==> src/rtl/traffic_phase_controller_pkg.sv <==
// Shared types and constants for the two-road intersection phase controller.
package traffic_pkg;

    localparam int unsigned SEC_W = 7;

    // Phase encoding, also presented on the phase debug output
    typedef enum logic [2:0] {
        S_ALLRED_A  = 3'd0,
        S_NS_GREEN  = 3'd1,
        S_NS_YELLOW = 3'd2,
        S_ALLRED_B  = 3'd3,
        S_EW_GREEN  = 3'd4,
        S_EW_YELLOW = 3'd5,
        S_PED_WALK  = 3'd6,
        S_FLASH     = 3'd7
    } state_e;

    // Lamp codes, {R,Y,G}
    localparam logic [2:0] LAMP_R   = 3'b100;
    localparam logic [2:0] LAMP_Y   = 3'b010;
    localparam logic [2:0] LAMP_G   = 3'b001;
    localparam logic [2:0] LAMP_OFF = 3'b000;

    // Returns {ns_light, ew_light} for a phase; flash_ph selects the lit half in S_FLASH
    function automatic logic [5:0] lamp_decode(input state_e s, input logic flash_ph);
        logic [5:0] l;
        l = {LAMP_R, LAMP_R};
        case (s)
            S_NS_GREEN:  l = {LAMP_G, LAMP_R};
            S_NS_YELLOW: l = {LAMP_Y, LAMP_R};
            S_EW_GREEN:  l = {LAMP_R, LAMP_G};
            S_EW_YELLOW: l = {LAMP_R, LAMP_Y};
            S_FLASH:     l = flash_ph ? {LAMP_Y, LAMP_Y} : {LAMP_OFF, LAMP_OFF};
            default:     l = {LAMP_R, LAMP_R};
        endcase
        return l;
    endfunction

endpackage

==> src/rtl/traffic_phase_controller_timer.sv <==
// Loadable seconds down-counter that times each phase; holds at zero.
module phase_timer
    import traffic_pkg::*;
#(
    parameter logic [SEC_W-1:0] RST_VAL = '0
) (
    input  logic             clk,
    input  logic             rst,
    input  logic             load_i,
    input  logic [SEC_W-1:0] load_val_i,
    input  logic             dec_i,
    output logic [SEC_W-1:0] count_o,
    output logic             zero_o
);

    logic [SEC_W-1:0] count_q;
    logic [SEC_W-1:0] count_d;

    // Load has priority over decrement; decrement stops at zero
    always_comb begin
        count_d = count_q;
        if (load_i) begin
            count_d = load_val_i;
        end else if (dec_i && (count_q != '0)) begin
            count_d = count_q - 1'b1;
        end
    end

    // Counter register
    always_ff @(posedge clk or posedge rst) begin
        if (rst) begin
            count_q <= RST_VAL;
        end else begin
            count_q <= count_d;
        end
    end

    assign count_o = count_q;
    assign zero_o  = (count_q == '0);

endmodule

==> src/rtl/traffic_phase_controller.sv <==
// Two-road intersection sequencer: timed NS/EW phases, pedestrian walk, flash mode.
module traffic_phase_controller
    import traffic_pkg::*;
#(
    parameter int unsigned pGREEN_NS = 30,
    parameter int unsigned pGREEN_EW = 25,
    parameter int unsigned pYELLOW   = 3,
    parameter int unsigned pALLRED   = 2,
    parameter int unsigned pWALK     = 10
) (
    input  logic             clk,
    input  logic             rst,
    input  logic             tick,
    input  logic             en,
    input  logic             ped_req,
    input  logic             flash_mode,
    output logic [2:0]       ns_light,
    output logic [2:0]       ew_light,
    output logic             ped_walk,
    output logic [SEC_W-1:0] remaining,
    output logic [2:0]       phase
);

    localparam logic [SEC_W-1:0] D_GREEN_NS = SEC_W'(pGREEN_NS - 1);
    localparam logic [SEC_W-1:0] D_GREEN_EW = SEC_W'(pGREEN_EW - 1);
    localparam logic [SEC_W-1:0] D_YELLOW   = SEC_W'(pYELLOW - 1);
    localparam logic [SEC_W-1:0] D_ALLRED   = SEC_W'(pALLRED - 1);
    localparam logic [SEC_W-1:0] D_WALK     = SEC_W'(pWALK - 1);

    state_e           state_q, state_d;
    logic             ped_pending_q, ped_pending_d;
    logic             flash_ph_q, flash_ph_d;
    logic [2:0]       ns_q, ns_d;
    logic [2:0]       ew_q, ew_d;
    logic             walk_q, walk_d;
    logic             t_load;
    logic [SEC_W-1:0] t_load_val;
    logic             t_zero;
    logic [SEC_W-1:0] t_count;

    // Load value (duration minus one) for a phase
    function automatic logic [SEC_W-1:0] dur_m1(input state_e s);
        logic [SEC_W-1:0] d;
        case (s)
            S_NS_GREEN:  d = D_GREEN_NS;
            S_EW_GREEN:  d = D_GREEN_EW;
            S_NS_YELLOW,
            S_EW_YELLOW: d = D_YELLOW;
            S_PED_WALK:  d = D_WALK;
            S_FLASH:     d = '0;
            default:     d = D_ALLRED;
        endcase
        return d;
    endfunction

    // Normal phase ring; the walk phase is inserted only when a request is pending
    function automatic state_e seq_next(input state_e s, input logic pend);
        state_e n;
        case (s)
            S_ALLRED_A:  n = S_NS_GREEN;
            S_NS_GREEN:  n = S_NS_YELLOW;
            S_NS_YELLOW: n = S_ALLRED_B;
            S_ALLRED_B:  n = S_EW_GREEN;
            S_EW_GREEN:  n = S_EW_YELLOW;
            S_EW_YELLOW: n = pend ? S_PED_WALK : S_ALLRED_A;
            default:     n = S_ALLRED_A;
        endcase
        return n;
    endfunction

    phase_timer #(
        .RST_VAL (D_ALLRED)
    ) u_timer (
        .clk        (clk),
        .rst        (rst),
        .load_i     (t_load),
        .load_val_i (t_load_val),
        .dec_i      (tick & en),
        .count_o    (t_count),
        .zero_o     (t_zero)
    );

    // Next state, timer load, pedestrian latch and lamp decode
    always_comb begin
        state_d       = state_q;
        flash_ph_d    = flash_ph_q;
        ped_pending_d = ped_pending_q;
        t_load        = 1'b0;
        t_load_val    = D_ALLRED;

        if (!en) begin
            state_d    = S_ALLRED_A;
            t_load     = 1'b1;
            t_load_val = D_ALLRED;
            flash_ph_d = 1'b0;
        end else if (tick) begin
            if (flash_mode) begin
                state_d    = S_FLASH;
                t_load     = 1'b1;
                t_load_val = '0;
                flash_ph_d = ~flash_ph_q;
            end else if (state_q == S_FLASH) begin
                state_d    = S_ALLRED_A;
                t_load     = 1'b1;
                t_load_val = D_ALLRED;
                flash_ph_d = 1'b0;
            end else if (t_zero) begin
                state_d    = seq_next(state_q, ped_pending_q);
                t_load     = 1'b1;
                t_load_val = dur_m1(state_d);
            end
        end

        // Set after clear: a request coinciding with walk entry is kept for the next round
        if ((state_d == S_PED_WALK) && (state_q != S_PED_WALK)) begin
            ped_pending_d = 1'b0;
        end
        if (ped_req && (state_q != S_PED_WALK)) begin
            ped_pending_d = 1'b1;
        end

        {ns_d, ew_d} = lamp_decode(state_d, flash_ph_d);
        walk_d       = (state_d == S_PED_WALK);
    end

    // State and registered outputs
    always_ff @(posedge clk or posedge rst) begin
        if (rst) begin
            state_q       <= S_ALLRED_A;
            ped_pending_q <= 1'b0;
            flash_ph_q    <= 1'b0;
            ns_q          <= LAMP_R;
            ew_q          <= LAMP_R;
            walk_q        <= 1'b0;
        end else begin
            state_q       <= state_d;
            ped_pending_q <= ped_pending_d;
            flash_ph_q    <= flash_ph_d;
            ns_q          <= ns_d;
            ew_q          <= ew_d;
            walk_q        <= walk_d;
        end
    end

    assign ns_light  = ns_q;
    assign ew_light  = ew_q;
    assign ped_walk  = walk_q;
    assign remaining = t_count;
    assign phase     = state_q;

endmodule

==> config.mk <==
export PLATFORM = sky130hd
export DESIGN_NAME = traffic_phase_controller
export DESIGN_NICKNAME = d
export VERILOG_FILES = /design/src/rtl/traffic_phase_controller_pkg.sv /design/src/rtl/traffic_phase_controller_timer.sv /design/src/rtl/traffic_phase_controller.sv
export SDC_FILE = /design/constraint.sdc
export NUM_CORES = 1
export LEC_CHECK = 0
export CELL_PAD_IN_SITES_DETAIL_PLACEMENT = 1
export CELL_PAD_IN_SITES_GLOBAL_PLACEMENT = 1
export CORE_MARGIN = 5
export CORE_UTILIZATION = 42
export CTS_BUF_LIST = sky130_fd_sc_hd__clkbuf_16
export DETAILED_ROUTE_END_ITERATION = 12
export PLACE_DENSITY = 0.94
export SETUP_SLACK_MARGIN = 0.5
export SYNTH_ARGS = -nofsm -noshare
export SYNTH_HDL_FRONTEND = slang
export SYNTH_HIERARCHICAL = 1
export SYNTH_SLANG_ARGS = --single-unit
==> constraint.sdc <==
create_clock -name clk -period 3.6 [get_ports clk]
set_input_delay 0.72 -clock clk [delete_from_list [all_inputs] [get_ports clk]]
set_output_delay 0.72 -clock clk [all_outputs]
set_load 0.02 [all_outputs]
# Yosys cells after proc, flatten, opt, wreduce, memory -nomap -nowiden

Index checks and enable logic that the tools add are counted.

Bits in registers: 19
Input bits: 6
Output and inout bits: 17
Word-level logic and storage cells: 71

Add/subtract/negate cells: 1
Equality and inequality tests: 19
Multiplexer cells: 33
Bitwise logic cells: 2
Reductions and logical operators: 9

Operators with widths:

| operator                                                           | count |
|---|---|
| 3-bit == test, second input constant                               | 11 |
| 3-bit 2-to-1 mux                                                   | 11 |
| 5-bit 2-to-1 mux                                                   | 6 |
| 6-bit case mux with 5 select lines                                 | 1 |
| 5-bit case mux with 5 select lines                                 | 1 |
| 3-bit case mux with 6 select lines                                 | 1 |
| 7-bit 2-to-1 mux                                                   | 2 |
| 3-bit by 2-bit == test with 1-bit output, second input constant    | 4 |
| 1-bit 2-to-1 mux                                                   | 11 |
| 3-bit by 1-bit == test with 1-bit output, second input constant    | 3 |
| 7-bit logical NOT                                                  | 1 |
| 7-bit nonzero test                                                 | 1 |
| 7-bit by 1-bit subtractor with 7-bit output, second input constant | 1 |
| 2-bit nonzero test                                                 | 2 |
| 1-bit logical AND                                                  | 3 |
| 3-bit logical NOT                                                  | 1 |
| 3-bit inequality test, second input constant                       | 1 |
| 2-bit OR reduction                                                 | 1 |
| 1-bit AND                                                          | 1 |
| 1-bit NOT                                                          | 1 |

# Depth between registers and ports, before layout

Depth after elaboration: 16
Mapped depth: 11
Depth with buffers taken out: 10

# Cells and area by module

The synthesis kept the hierarchy.

Modules (own cells, without submodules):

| module                   | instances | cells an instance | area an instance (um^2) |
|---|---|---|---|
| traffic_phase_controller | 1         | 77                | 775.7 |
| phase_timer              | 1         | 58                | 505.5 |

# Least setup slack after synthesis

No wires, ideal clock.

Path type: reg-to-reg
From: register u_timer.count_q[3] (netlist: u_timer/count_o[3])
To: register ped_pending_q
Setup time: 0.121 ns
Data arrival time: 2.363 ns
Setup slack: 1.116 ns
Stages on the path, launching flop included: 8
Path buffers: 0
Clock period less this slack: 2.484 ns
Cell sequence: dfrtp_1 -> or4_4 -> nor2_1 -> nand2_2 -> o311a_4 -> o21ai_4 -> nand3_2 -> a22o_1

Longest elaborated chain between the ends: 9

Ends and longest elaborated chain:

| what                         | RTL line                             | RTL |
|---|---|---|
| start, declared              | traffic_phase_controller_timer.sv:16 | `logic [SEC_W-1:0] count_q;` |
| start signal, assigned       | traffic_phase_controller_timer.sv:34 | `count_q <= count_d;` |
| 7-bit logical NOT            | traffic_phase_controller_timer.sv:39 | `assign zero_o = (count_q == '0);` |
| net t_zero                   | traffic_phase_controller.sv:38       | `logic t_zero;` |
| 3-bit 2-to-1 mux             | traffic_phase_controller.sv:107      | `end else if (t_zero) begin` |
| 3-bit 2-to-1 mux             | traffic_phase_controller.sv:102      | `end else if (state_q == S_FLASH) begin` |
| 3-bit 2-to-1 mux             | traffic_phase_controller.sv:97       | `if (flash_mode) begin` |
| 3-bit 2-to-1 mux             | traffic_phase_controller.sv:96       | `end else if (tick) begin` |
| 3-bit 2-to-1 mux             | traffic_phase_controller.sv:91       | `if (!en) begin` |
| net state_d[2]               | traffic_phase_controller.sv:30       | `state_e state_q, state_d;` |
| 3-bit == test                | traffic_phase_controller.sv:115      | `if ((state_d == S_PED_WALK) && (state_q != S_PED_WALK)) begin` |
| 1-bit logical AND            | traffic_phase_controller.sv:115      |  |
| 2-bit nonzero test (no line) | -                                    |  |
| end signal, assigned         | traffic_phase_controller.sv:137      | `ped_pending_q <= ped_pending_d;` |
| end, declared                | traffic_phase_controller.sv:31       | `logic ped_pending_q, ped_pending_d;` |

The timed path passes the listed nets, and every way through them passes these cells.
A chain may end at the register's enable or synchronous reset.

# Final worst setup path

From: register u_timer.count_q[3] (netlist: u_timer/count_o[3])
To: register u_timer.count_q[5] (netlist: u_timer/count_o[5])

Longest elaborated chain between the ends: 7
Elaborated cells on any way between the ends: 12
Classes of those cells: add/sub (1); mux (7); reduce/logical (4)

Ends and longest elaborated chain:

| what                                                   | RTL line                             | RTL |
|---|---|---|
| 7-bit logical NOT (*)                                  | traffic_phase_controller_timer.sv:39 |  |
| net t_zero                                             | traffic_phase_controller.sv:38       |  |
| 1-bit 2-to-1 mux (*)                                   | traffic_phase_controller.sv:107      |  |
| 1-bit 2-to-1 mux (*)                                   | traffic_phase_controller.sv:102      |  |
| 1-bit 2-to-1 mux (*)                                   | traffic_phase_controller.sv:97       |  |
| 1-bit 2-to-1 mux (*)                                   | traffic_phase_controller.sv:96       |  |
| 1-bit 2-to-1 mux (*)                                   | traffic_phase_controller.sv:91       |  |
| net t_load                                             | traffic_phase_controller.sv:36       | `logic t_load;` |
| 7-bit 2-to-1 mux or 2-bit nonzero test (tied branches) | -                                    |  |

Mark *: on every way through the listed nets, which the timed path passes. The rest lies on a longest branch. The select of a mux whose other input is x is not followed.

==> flow_metrics.tcl <==
set metrics [dict create \
    outcome "finished clean" \
    wirelength_um 3340 \
    grt_first_pass_wirelength_um 5740 \
    slowest_delay_ps 570 \
    rr_worst_depth 7 \
    antenna_found_initial 0 \
    ff_latch_area_um2 479 \
    cp_max_fo 18 \
    worstMarginPinSlew_ps 739 \
    holdCritStartpoint "flash_ph_q" \
    start_util 0.430 \
    num-fill-cells 342 \
    ctsHoldBuffers 0 \
    synthCells 135 \
    cp.depth 7 \
    power.density_mw_per_mm2 430 \
    dieWidth_um 65.2 \
    critical-path-slowest-cell "or4_4" \
    report.final.hold_viol_count 0 \
    timing.rr.end "u_timer/count_o[5]" \
    drt_first_iter_violations 73 \
    grt_max_degree 19 \
    hold_depth 1 \
    wl_per_cell_um 17.6 \
    drv_cap 0 \
    synth_edf_count 0 \
    dr.pass1.iters 4 \
    overflow 0 \
    layout-drive-gt1-share 0.172 \
    synth_seq_cells 19 \
    ys_warn_count 6 \
    ys_seq_area_frac 0.374 \
    numCtsBuffers 3 \
    yosysUniqueCellTypes 59 \
    clock_path_buffers 2 \
    p_leak_nw 0.645 \
    rrSetupSlack_ps 830 \
    critPathLaunchType "flop" \
    synth_area_per_cell_um2 9.49 \
    area_growth_pct 23.0 \
    setup_tns_ps 0 \
    rows 20 \
    cp-end-kind "flop" \
    ioPinCount 23 \
    path_cells "or4_4 -> nor2_1 -> o21ai_0 -> nand2_1 -> and3b_1 -> a41oi_1 -> o211ai_1" \
    drc 0 \
    htreeDepth 1 \
    ir_worst_vdd_mv 0.208 \
    dp_slack_ps 886 \
    fin_crit_sh 0.768 \
    portBuffers 22 \
    min_to "flash_ph_q" \
    placed_area_mm2 0.00150 \
    setup_slack_ps 835 \
    clock_sinks 19 \
    dp_hpwl_um 2470 \
    worst-path-buf-inv 0 \
    finalSetupViolations 0 \
    fp.dieArea_mm2 0.00425 \
    synth.area.top_cells "dfrtp_1 31%, dfstp_2 6.2%, a21oi_1 5.1%" \
    drv_slew 0 \
    grt_pass1_vias 1234 \
    mappedNetlistArea_mm2 0.00128 \
    worstPathRequired_ps 3720 \
    async_reset_ff_frac 1.00 \
    worstSkewPairLatency_ps 250 \
    synth_top_cell_by_area "dfrtp_1" \
    rr_startpoint "u_timer/count_o[3]" \
    worst_hold_path_type "flop to flop" \
    diodes 0 \
    nNetsFinal 165 \
    yosysTopAreaCellShare 0.313 \
    num_vias 1122 \
    clkTransAtPathRegs_ps 50 \
    die_h_um 65.2 \
    relSlewSlack 0.503 \
    final_area_mm2 0.00158 \
    period_needed_ps 2770 \
    path_class "flop to flop" \
    postCtsSetupBuffers 0 \
    ant_nets 0 \
    cp.arrival_ps 2880 \
    core_area_mm2 0.00298 \
    root_buffer "clkbuf_16" \
    fin_skew_ps 1.85 \
    synthFlopType "dfrtp_1" \
    via_per_inst 5.91 \
    multi_input_area_um2 711 \
    rsz0062_at_grt "no" \
    post_cts_resize_count 0 \
    cts_tree "done" \
    track_usage 0.172 \
    fmax_mhz 362 \
    gp_congestion 0.829 \
    cp_top_family "simple AND/OR/NAND/NOR gates" \
]
final cells by class:
| class | instances | area share |
|---|---|---|
| multi-input combinational | 101 | 0.451 |
| sequential | 19 | 0.304 |
| timing repair buffer | 23 | 0.144 |
| clock buffer | 3 | 0.0476 |
| tap | 33 | 0.0262 |
| inverter | 10 | 0.0238 |
| clock inverter | 1 | 0.00317 |
cells by family (layout without fill, tap and decap cells):
group / after synthesis / count (layout) / share of synthesized area
other: 1 / 2 / 0.00293
and+or+nand+nor: 53 / 53 / 0.247
adders and majority gates: 2 / 2 / 0.0176
buffers and inverters: 16 / 37 / 0.0742
AOI/OAI and AO/OA: 41 / 41 / 0.263
xor gates and xnor gates: 2 / 2 / 0.0137
DFF: 19 / 19 / 0.374
muxes: 1 / 1 / 0.00781
per-layer routing:
metal  up-vias  part of all wire  GRT usage
met5         -                 0          0
met4         0             0.014     0.0570
li1        534                 -          -
met3         7             0.049     0.0444
met2        31              0.51      0.297
met1       550              0.43      0.206
registers in the layout, indices dropped and copies added, names as in the netlist:
register,cells
ped_walk,1
ew_light,3
ns_light,3
flash_ph_q,1
u_timer/count_o,7
phase,3
ped_pending_q,1
where the power goes:
group          internal (mW)  switching (mW)  leakage (nW)
registers              0.237          0.0314         0.235
clock network          0.149          0.0798        0.0409
logic                 0.0813          0.0999         0.369
cells in the mapped netlist (all sizes together) (2+ instances only):
| cell type | number |
|---|---|
| a21oi | 13 |
| clkbuf | 2 |
| inv | 10 |
| a211o | 2 |
| or4 | 2 |
| dfrtp | 16 |
| nand2 | 9 |
| o21ai | 8 |
| xnor2 | 2 |
| dfstp | 3 |
| buf | 3 |
| or2 | 2 |
| a22o | 2 |
| nand2b | 5 |
| nor2 | 9 |
| nor2b | 4 |
| nand3 | 4 |
| o41ai | 2 |
| nor3 | 3 |
| nor4 | 3 |
| o211ai | 2 |
| nor3b | 4 |
cells in the final DEF (no fill, tap or decap), types with 2 or more instances in the layout:
| master | netlist | routed |
|---|---|---|
| nand3_1 | 3 | 3 |
| inv_2 | 2 | 2 |
| dfrtp_1 | 16 | 16 |
| xnor2_1 | 2 | 2 |
| o21ai_0 | 6 | 6 |
| conb_1 | 1 | 2 |
| clkbuf_16 | 0 | 3 |
| nand2b_1 | 5 | 5 |
| or2_2 | 2 | 2 |
| clkdlybuf4s50_1 | 0 | 22 |
| dfstp_2 | 3 | 3 |
| a21oi_1 | 13 | 13 |
| nor3b_1 | 3 | 3 |
| nor4_1 | 3 | 3 |
| nand2_1 | 8 | 8 |
| o211ai_1 | 2 | 2 |
| inv_1 | 8 | 8 |
| nor2_1 | 9 | 9 |
| nor2b_1 | 4 | 4 |
| nor3_1 | 3 | 3 |
how the worst max path moves through the flow:
stage,start,to,slack (ps)
after global placement,tick,u_timer/count_o[3],970
final,u_timer/count_o[3],u_timer/count_o[5],830
after global routing,u_timer/count_o[3],u_timer/count_o[5],600
after detailed placement,u_timer/count_o[3],ped_pending_q,890
after floorplan,u_timer/count_o[3],ped_pending_q,1120
after CTS,u_timer/count_o[3],u_timer/count_o[5],870
through the flow:
| stage | cells | power [mW] | util | hold slack (ps) |
|---|---|---|---|---|
| floorplan | 136 | 0.387 | - | 488 |
| detailed placement | 186 | 0.452 | 0.503 | 535 |
| global route | 190 | 0.717 | 0.529 | 599 |
| CTS | 190 | 0.686 | 0.529 | 543 |
| finish | 190 | 0.678 | 0.529 | 546 |
| global placement | 186 | 0.444 | 0.503 | 527 |
(Power assumes the default switching activity.)
